### config.mk
export PLATFORM = sky130hd
export DESIGN_NAME = qspi_word_cache
export DESIGN_NICKNAME = d
export VERILOG_FILES = /design/src/rtl/qspi_word_cache.sv
export SDC_FILE = /design/constraint.sdc
export NUM_CORES = 2
export LEC_CHECK = 0
export CAP_MARGIN = 0
export CORE_MARGIN = 10
export CORE_UTILIZATION = 40
export DETAILED_ROUTE_END_ITERATION = 10
export PLACE_DENSITY_LB_ADDON = 0.05
export SYNTH_ARGS = -nofsm -noshare
export SYNTH_HDL_FRONTEND = slang
export SYNTH_SLANG_ARGS = --single-unit
### constraint.sdc
create_clock -name clk -period 6.2 [get_ports clk]
set_clock_uncertainty 0.05 [all_clocks]
set_input_delay 0.93 -clock clk [delete_from_list [all_inputs] [get_ports clk]]
set_output_delay 0.93 -clock clk [all_outputs]
set_load 0.05 [all_outputs]
### src/rtl/qspi_word_cache.sv
// qspi_word_cache: direct-mapped, write-through, no-write-allocate word
// cache in front of the QSPI PSRAM/flash controller.
// Ports: clk, resetn (sync, active-low); cpu_valid/addr/wdata/wstrb in,
// cpu_rdata/cpu_ready out; inv invalidate-all pulse; mem_valid/addr/
// wdata/wstrb out, mem_rdata/mem_ready in; flushing marks the vbit sweep.
module qspi_word_cache #(
    parameter int CACHE_LINES = 64
) (
    input  logic        clk,
    input  logic        resetn,
    input  logic        cpu_valid,
    input  logic [22:0] cpu_addr,
    input  logic [31:0] cpu_wdata,
    input  logic [3:0]  cpu_wstrb,
    output logic [31:0] cpu_rdata,
    output logic        cpu_ready,
    input  logic        inv,
    output logic        mem_valid,
    output logic [22:0] mem_addr,
    output logic [31:0] mem_wdata,
    output logic [3:0]  mem_wstrb,
    input  logic [31:0] mem_rdata,
    input  logic        mem_ready,
    output logic        flushing
);
    localparam int IDX_W = $clog2(CACHE_LINES);
    localparam int TAG_W = 23 - IDX_W;

    typedef enum logic [2:0] {
        S_FLUSH,
        S_IDLE,
        S_LOOKUP,
        S_MEM_REQ,
        S_MEM_RELEASE
    } state_t;

    state_t             r_state;
    state_t             w_state_nxt;
    logic [IDX_W-1:0]   r_cnt;
    logic               r_inv_pend;
    logic [22:0]        r_addr;
    logic [31:0]        r_wdata;
    logic [3:0]         r_wstrb;
    logic [31:0]        r_rd_data;
    logic [TAG_W-1:0]   r_rd_tag;
    logic [CACHE_LINES-1:0] r_vbit;
    logic [31:0]        r_data [CACHE_LINES];
    logic [TAG_W-1:0]   r_tag  [CACHE_LINES];
    logic               r_cpu_ready;
    logic [31:0]        r_cpu_rdata;
    logic               r_mem_valid;
    logic [22:0]        r_mem_addr;
    logic [31:0]        r_mem_wdata;
    logic [3:0]         r_mem_wstrb;

    logic [IDX_W-1:0]   w_idx;
    logic [TAG_W-1:0]   w_tag;
    logic               w_is_wr;
    logic               w_hit;
    logic               w_accept;
    logic               w_rd_hit;
    logic               w_issue;
    logic               w_done;
    logic               w_fill;
    logic               w_merge;
    logic               w_last;
    logic [31:0]        w_merged;

    assign w_idx    = r_addr[IDX_W-1:0];
    assign w_tag    = r_addr[22:IDX_W];
    assign w_is_wr  = |r_wstrb;
    assign w_hit    = r_vbit[w_idx] && (r_rd_tag == w_tag);
    // Ready cycle is excluded so a still-high cpu_valid is not re-taken.
    assign w_accept = (r_state == S_IDLE) && !r_inv_pend
                   && cpu_valid && !r_cpu_ready;
    assign w_rd_hit = (r_state == S_LOOKUP) && !w_is_wr && w_hit;
    assign w_issue  = (r_state == S_LOOKUP) && !w_rd_hit;
    assign w_done   = (r_state == S_MEM_REQ) && mem_ready;
    assign w_fill   = w_done && !w_is_wr;
    assign w_merge  = (r_state == S_LOOKUP) && w_is_wr && w_hit;
    assign w_last   = (r_cnt == IDX_W'(CACHE_LINES - 1));

    always_comb begin
        w_merged = r_rd_data;
        for (int b = 0; b < 4; b++) begin
            if (r_wstrb[b]) begin
                w_merged[8*b +: 8] = r_wdata[8*b +: 8];
            end
        end
    end

    always_comb begin
        w_state_nxt = r_state;
        unique case (r_state)
            S_FLUSH: begin
                if (!inv && w_last) w_state_nxt = S_IDLE;
            end
            S_IDLE: begin
                if (r_inv_pend)    w_state_nxt = S_FLUSH;
                else if (w_accept) w_state_nxt = S_LOOKUP;
            end
            S_LOOKUP: begin
                w_state_nxt = w_rd_hit ? S_IDLE : S_MEM_REQ;
            end
            S_MEM_REQ: begin
                if (mem_ready) w_state_nxt = S_MEM_RELEASE;
            end
            S_MEM_RELEASE: begin
                if (!mem_ready) w_state_nxt = S_IDLE;
            end
            default: w_state_nxt = S_FLUSH;
        endcase
    end

    always_ff @(posedge clk) begin
        if (!resetn) r_state <= S_FLUSH;
        else         r_state <= w_state_nxt;
    end

    always_ff @(posedge clk) begin
        if (!resetn) begin
            r_cnt       <= '0;
            r_inv_pend  <= 1'b0;
            r_addr      <= '0;
            r_wdata     <= '0;
            r_wstrb     <= '0;
            r_cpu_ready <= 1'b0;
            r_cpu_rdata <= '0;
            r_mem_valid <= 1'b0;
            r_mem_addr  <= '0;
            r_mem_wdata <= '0;
            r_mem_wstrb <= '0;
        end else begin
            // inv inside the sweep restarts it from line 0.
            if (r_state == S_FLUSH) r_cnt <= inv ? '0 : r_cnt + 1'b1;
            else                    r_cnt <= '0;
            if (r_state == S_IDLE && r_inv_pend) begin
                r_inv_pend <= 1'b0;
            end else if (inv && r_state != S_FLUSH) begin
                r_inv_pend <= 1'b1;
            end
            if (w_accept) begin
                r_addr  <= cpu_addr;
                r_wdata <= cpu_wdata;
                r_wstrb <= cpu_wstrb;
            end
            r_cpu_ready <= w_rd_hit || w_done;
            if (w_rd_hit)    r_cpu_rdata <= r_rd_data;
            else if (w_fill) r_cpu_rdata <= mem_rdata;
            if (w_issue) begin
                r_mem_valid <= 1'b1;
                r_mem_addr  <= r_addr;
                r_mem_wdata <= r_wdata;
                r_mem_wstrb <= r_wstrb;
            end else if (w_done) begin
                r_mem_valid <= 1'b0;
            end
        end
    end

    // Data/tag arrays: registered read port, no reset, BRAM friendly.
    always_ff @(posedge clk) begin
        if (w_accept) begin
            r_rd_data <= r_data[cpu_addr[IDX_W-1:0]];
            r_rd_tag  <= r_tag[cpu_addr[IDX_W-1:0]];
        end
        if (w_merge)     r_data[w_idx] <= w_merged;
        else if (w_fill) r_data[w_idx] <= mem_rdata;
        if (w_fill)      r_tag[w_idx]  <= w_tag;
    end

    // Valid bits need no reset: the sweep after reset clears them.
    always_ff @(posedge clk) begin
        if (r_state == S_FLUSH) r_vbit[r_cnt] <= 1'b0;
        else if (w_fill)        r_vbit[w_idx] <= 1'b1;
    end

    assign cpu_ready = r_cpu_ready;
    assign cpu_rdata = r_cpu_rdata;
    assign mem_valid = r_mem_valid;
    assign mem_addr  = r_mem_addr;
    assign mem_wdata = r_mem_wdata;
    assign mem_wstrb = r_mem_wstrb;
    assign flushing  = (r_state == S_FLUSH);
endmodule
==> summary.txt <==
Post-CTS resize count: 0
Worst hold path type: in -> reg
Area Growth Syn to Fin: 16.17%
CTS root buffer: clkbuf_16
Setup crit end kind: flip-flop
CP required: 6.75 ns
Worst r2r dst: r_data[63][13]
FF+latch count, synth: 3411
GPL Wtd Cong: 0.7742
Delay-heaviest family, CP: buffers and inverters
Port bufs: 189
First-pass GRT wire length: 510400 um
Max-cap violations: 0
Clock Path Buffers: 4
Die X-Extent: 593.6 um
Die ar.: 352300 um2
Hold Path Stages: 2
R2r setup slk: 1.62 ns
CP cell instances: buf_4 -> nor2b_1 -> a2111oi_0 -> nor3_1 -> or4_4 -> nor3b_4 -> a31oi_4 -> buf_4 -> nor3_2 -> buf_4
TritonRoute pass-1 iters: 5
GRT overflow: 0
TNS Setup: 0 ns
Synth top area cells: edfxtp_1 (74%), mux4_2 (17%), dfxtp_1 (2.5%)
Pwr Density: 345.5 nW/um2
Later-pin clock latency in the skew report: 0.91 ns
# DRC: 0
Core Util, Final: 0.4670
Largest net degree at the start of global routing: 85
Most used cell along the critical path: buf_4
Minimum clock period: 4.581 ns
Final worst-path cycle share: 0.7389
Inserted Clock Buffers: 370
Crit path kind: reg -> reg
Post-synth top flop: edfxtp_1
Max_slew headroom: 0.04570
Filler cells: 27080
Total Routing Usage GR: 0.2003
Synth Cell Area: 131600 um2
Routed vias/inst: 5.629
R2r worst-path depth: 10
Fmax achieved: 218.3 MHz
Worst path buffer plus inverter count: 3
Dpl hpwl: 219700 um
WL per Instance: 32.76 um
Yosys top cell by area: edfxtp_1
Final setup viols: 0
Initial antenna violation count: 37
# nets final: 6458
Syn Area/Cell: 22.34 um2
# Post-CTS Setup Buffers: 0
Worst slew pin tran: 1.421 ns
DRT iter0 DRCs: 6214
TritonCTS Sinks: 3411
Die H: 593.6 um
Final Routed Wirelength: 361600 um
Antenna viol nets, final: 0
TritonCTS clock tree: yes
CP Max Fanout: 48
Critical path startpoint category: flip-flop
Hold-fix buffers, CTS: 0
LEAKAGE: 47.81 nW
IO Count: 190
R2r startpoint: r_addr[1]
Syn Nets: 5988
Share of cells above drive strength 1: 0.3036
VDD IR max: 0.0002272 V
CORE AREA: 327400 um2
EDFF count, synth: 3249
Vias: 62130
Top-area cell type share of the netlist area: 0.7414
Synth unique cells: 52
Initial Util: 0.4020
Hold path endpoint: r_addr[1]
Cell at the slowest stage of the critical path: buf_4
Cells after Synth: 5891
Seq/Total Area, Yosys: 0.7660
Status: complete, no violations
Max stage delay on crit path: 0.69 ns
CTS H-tree lvls: 5
Fraction of registers with async set/reset: 0
Worst path arrival time: 5.13 ns
Endpoints failing hold: 0
HP Start: resetn
FP Rows: 210
RSZ-0062 raised after global routing: no
Warnings, synthesis: 0
CTS clk-pin slew, worst paths: 0.06 ns
Vias in the first global route: 63960
Max Transition Viols Final: 0
layout make-up:
class,count,area [um2],share of cell area
multi-input combinational,2114,30150,0.1972
antenna,15,37.54,0.0002455
timing repair buffer,455,4359,0.02851
tap,4346,5438,0.03557
inverter,9,38.79,0.0002537
sequential,3411,100800,0.6595
clock buffer,483,10050,0.06573
clock inverter,205,1984,0.01298
flip-flops by register name (all words and copies together) (netlist names):
| name | cells |
|---|---|
| r_cnt | 6 |
| r_vbit | 64 |
| mem_wstrb | 4 |
| cpu_rdata | 32 |
| mem_valid | 1 |
| r_inv_pend | 1 |
| r_rd_data | 32 |
| cpu_ready | 1 |
| r_state | 3 |
| r_wdata | 32 |
| r_tag | 1088 |
| mem_addr | 23 |
| r_wstrb | 4 |
| r_data | 2048 |
| r_addr | 23 |
| r_rd_tag | 17 |
| mem_wdata | 32 |
stage by stage:
step	instances	hold WS, ns	total power [mW]	instance area, um2	worst slack (ns)
3_5_place_dp	10340	0.3975	31.38	140800	1.728
2_1_floorplan	5891	0.4010	29.51	131600	1.149
5_1_grt	11020	0.3639	54.65	152800	1.489
4_1_cts	11020	0.3189	53.43	152800	1.671
3_3_place_gp	10340	0.3904	31.32	140800	1.565
6_report	11040	0.3965	52.82	152900	1.619
power breakdown:
part	switching, mW	internal [mW]
combinational	2.85	1.37
sequential	0.296	26.3
clock	9.05	12.9
total	12.2	40.6
worst max-delay path by stage:
stage / slack, ns / endpoint / start / cells past startpoint
after global placement: 1.56 / r_data[36][12] / r_addr[1] / 10
after detailed placement: 1.73 / r_data[36][7] / r_addr[1] / 10
after global routing: 1.49 / r_data[63][17] / r_addr[1] / 10
after floorplan: 1.15 / r_data[0][0] / mem_ready / 6
final: 1.62 / r_data[63][13] / r_addr[1] / 10
after CTS: 1.67 / r_data[36][14] / r_addr[1] / 10
cell usage in the layout (no fill, tap or decap), drive strengths merged, types with 12 or more instances in the layout:
cell type / count
a21oi: 113
inv: 20
or3: 12
nand2: 368
edfxtp: 3249
nor2b: 36
diode: 15
nor2: 96
buf: 273
o21ai: 69
xor2: 16
a21boi: 61
bufinv: 36
mux2: 25
mux4: 1021
nor3: 72
clkdlybuf4s50: 182
mux2i: 144
dfxtp: 162
clkinv: 149
clkbuf: 483
routing by layer:
| metal | vias to the layer above | track usage | routed length, um |
|---|---|---|---|
| li1 | 25730 | - | - |
| met1 | 34040 | 0.2994 | 166200 |
| met2 | 1939 | 0.2959 | 159900 |
| met3 | 416 | 0.05606 | 28280 |
| met4 | 8 | 0.03893 | 7086 |
| met5 | - | 0 | 61 |
logic make-up after synthesis:
| group | synth area share |
|---|---|
| flip-flops | 0.7660 |
| multiplexers | 0.1880 |
| AND/OR/NAND/NOR | 0.02110 |
| buffers and inverters | 0.01165 |
| AO/OA/AOI/OAI | 0.01177 |
| XOR/XNOR | 0.001398 |
| adder cells (fa/ha/maj) | 0.00009506 |
cell usage after synthesis, drive strengths merged, types with 2 or more instances:
cell type / instances
nand2: 368
nand4b: 2
o21ai: 69
a211o: 2
or3: 12
nand3: 6
inv: 8
dfxtp: 162
or2: 3
a2111oi: 2
mux2i: 144
a31oi: 2
nor2: 96
or4: 2
o31ai: 2
nor4: 6
and3b: 3
nand3b: 5
a21oi: 113
nand2b: 9
a21boi: 61
nor2b: 36
and3: 3
mux2: 25
edfxtp: 3249
clkbuf: 246
nor3: 72
nand4: 2
o22ai: 7
and2: 4
xnor2: 5
a211oi: 2
or3b: 3
nor3b: 5
buf: 111
xor2: 16
mux4: 1021
No activity file was read; power rests on OpenSTA's default activity.
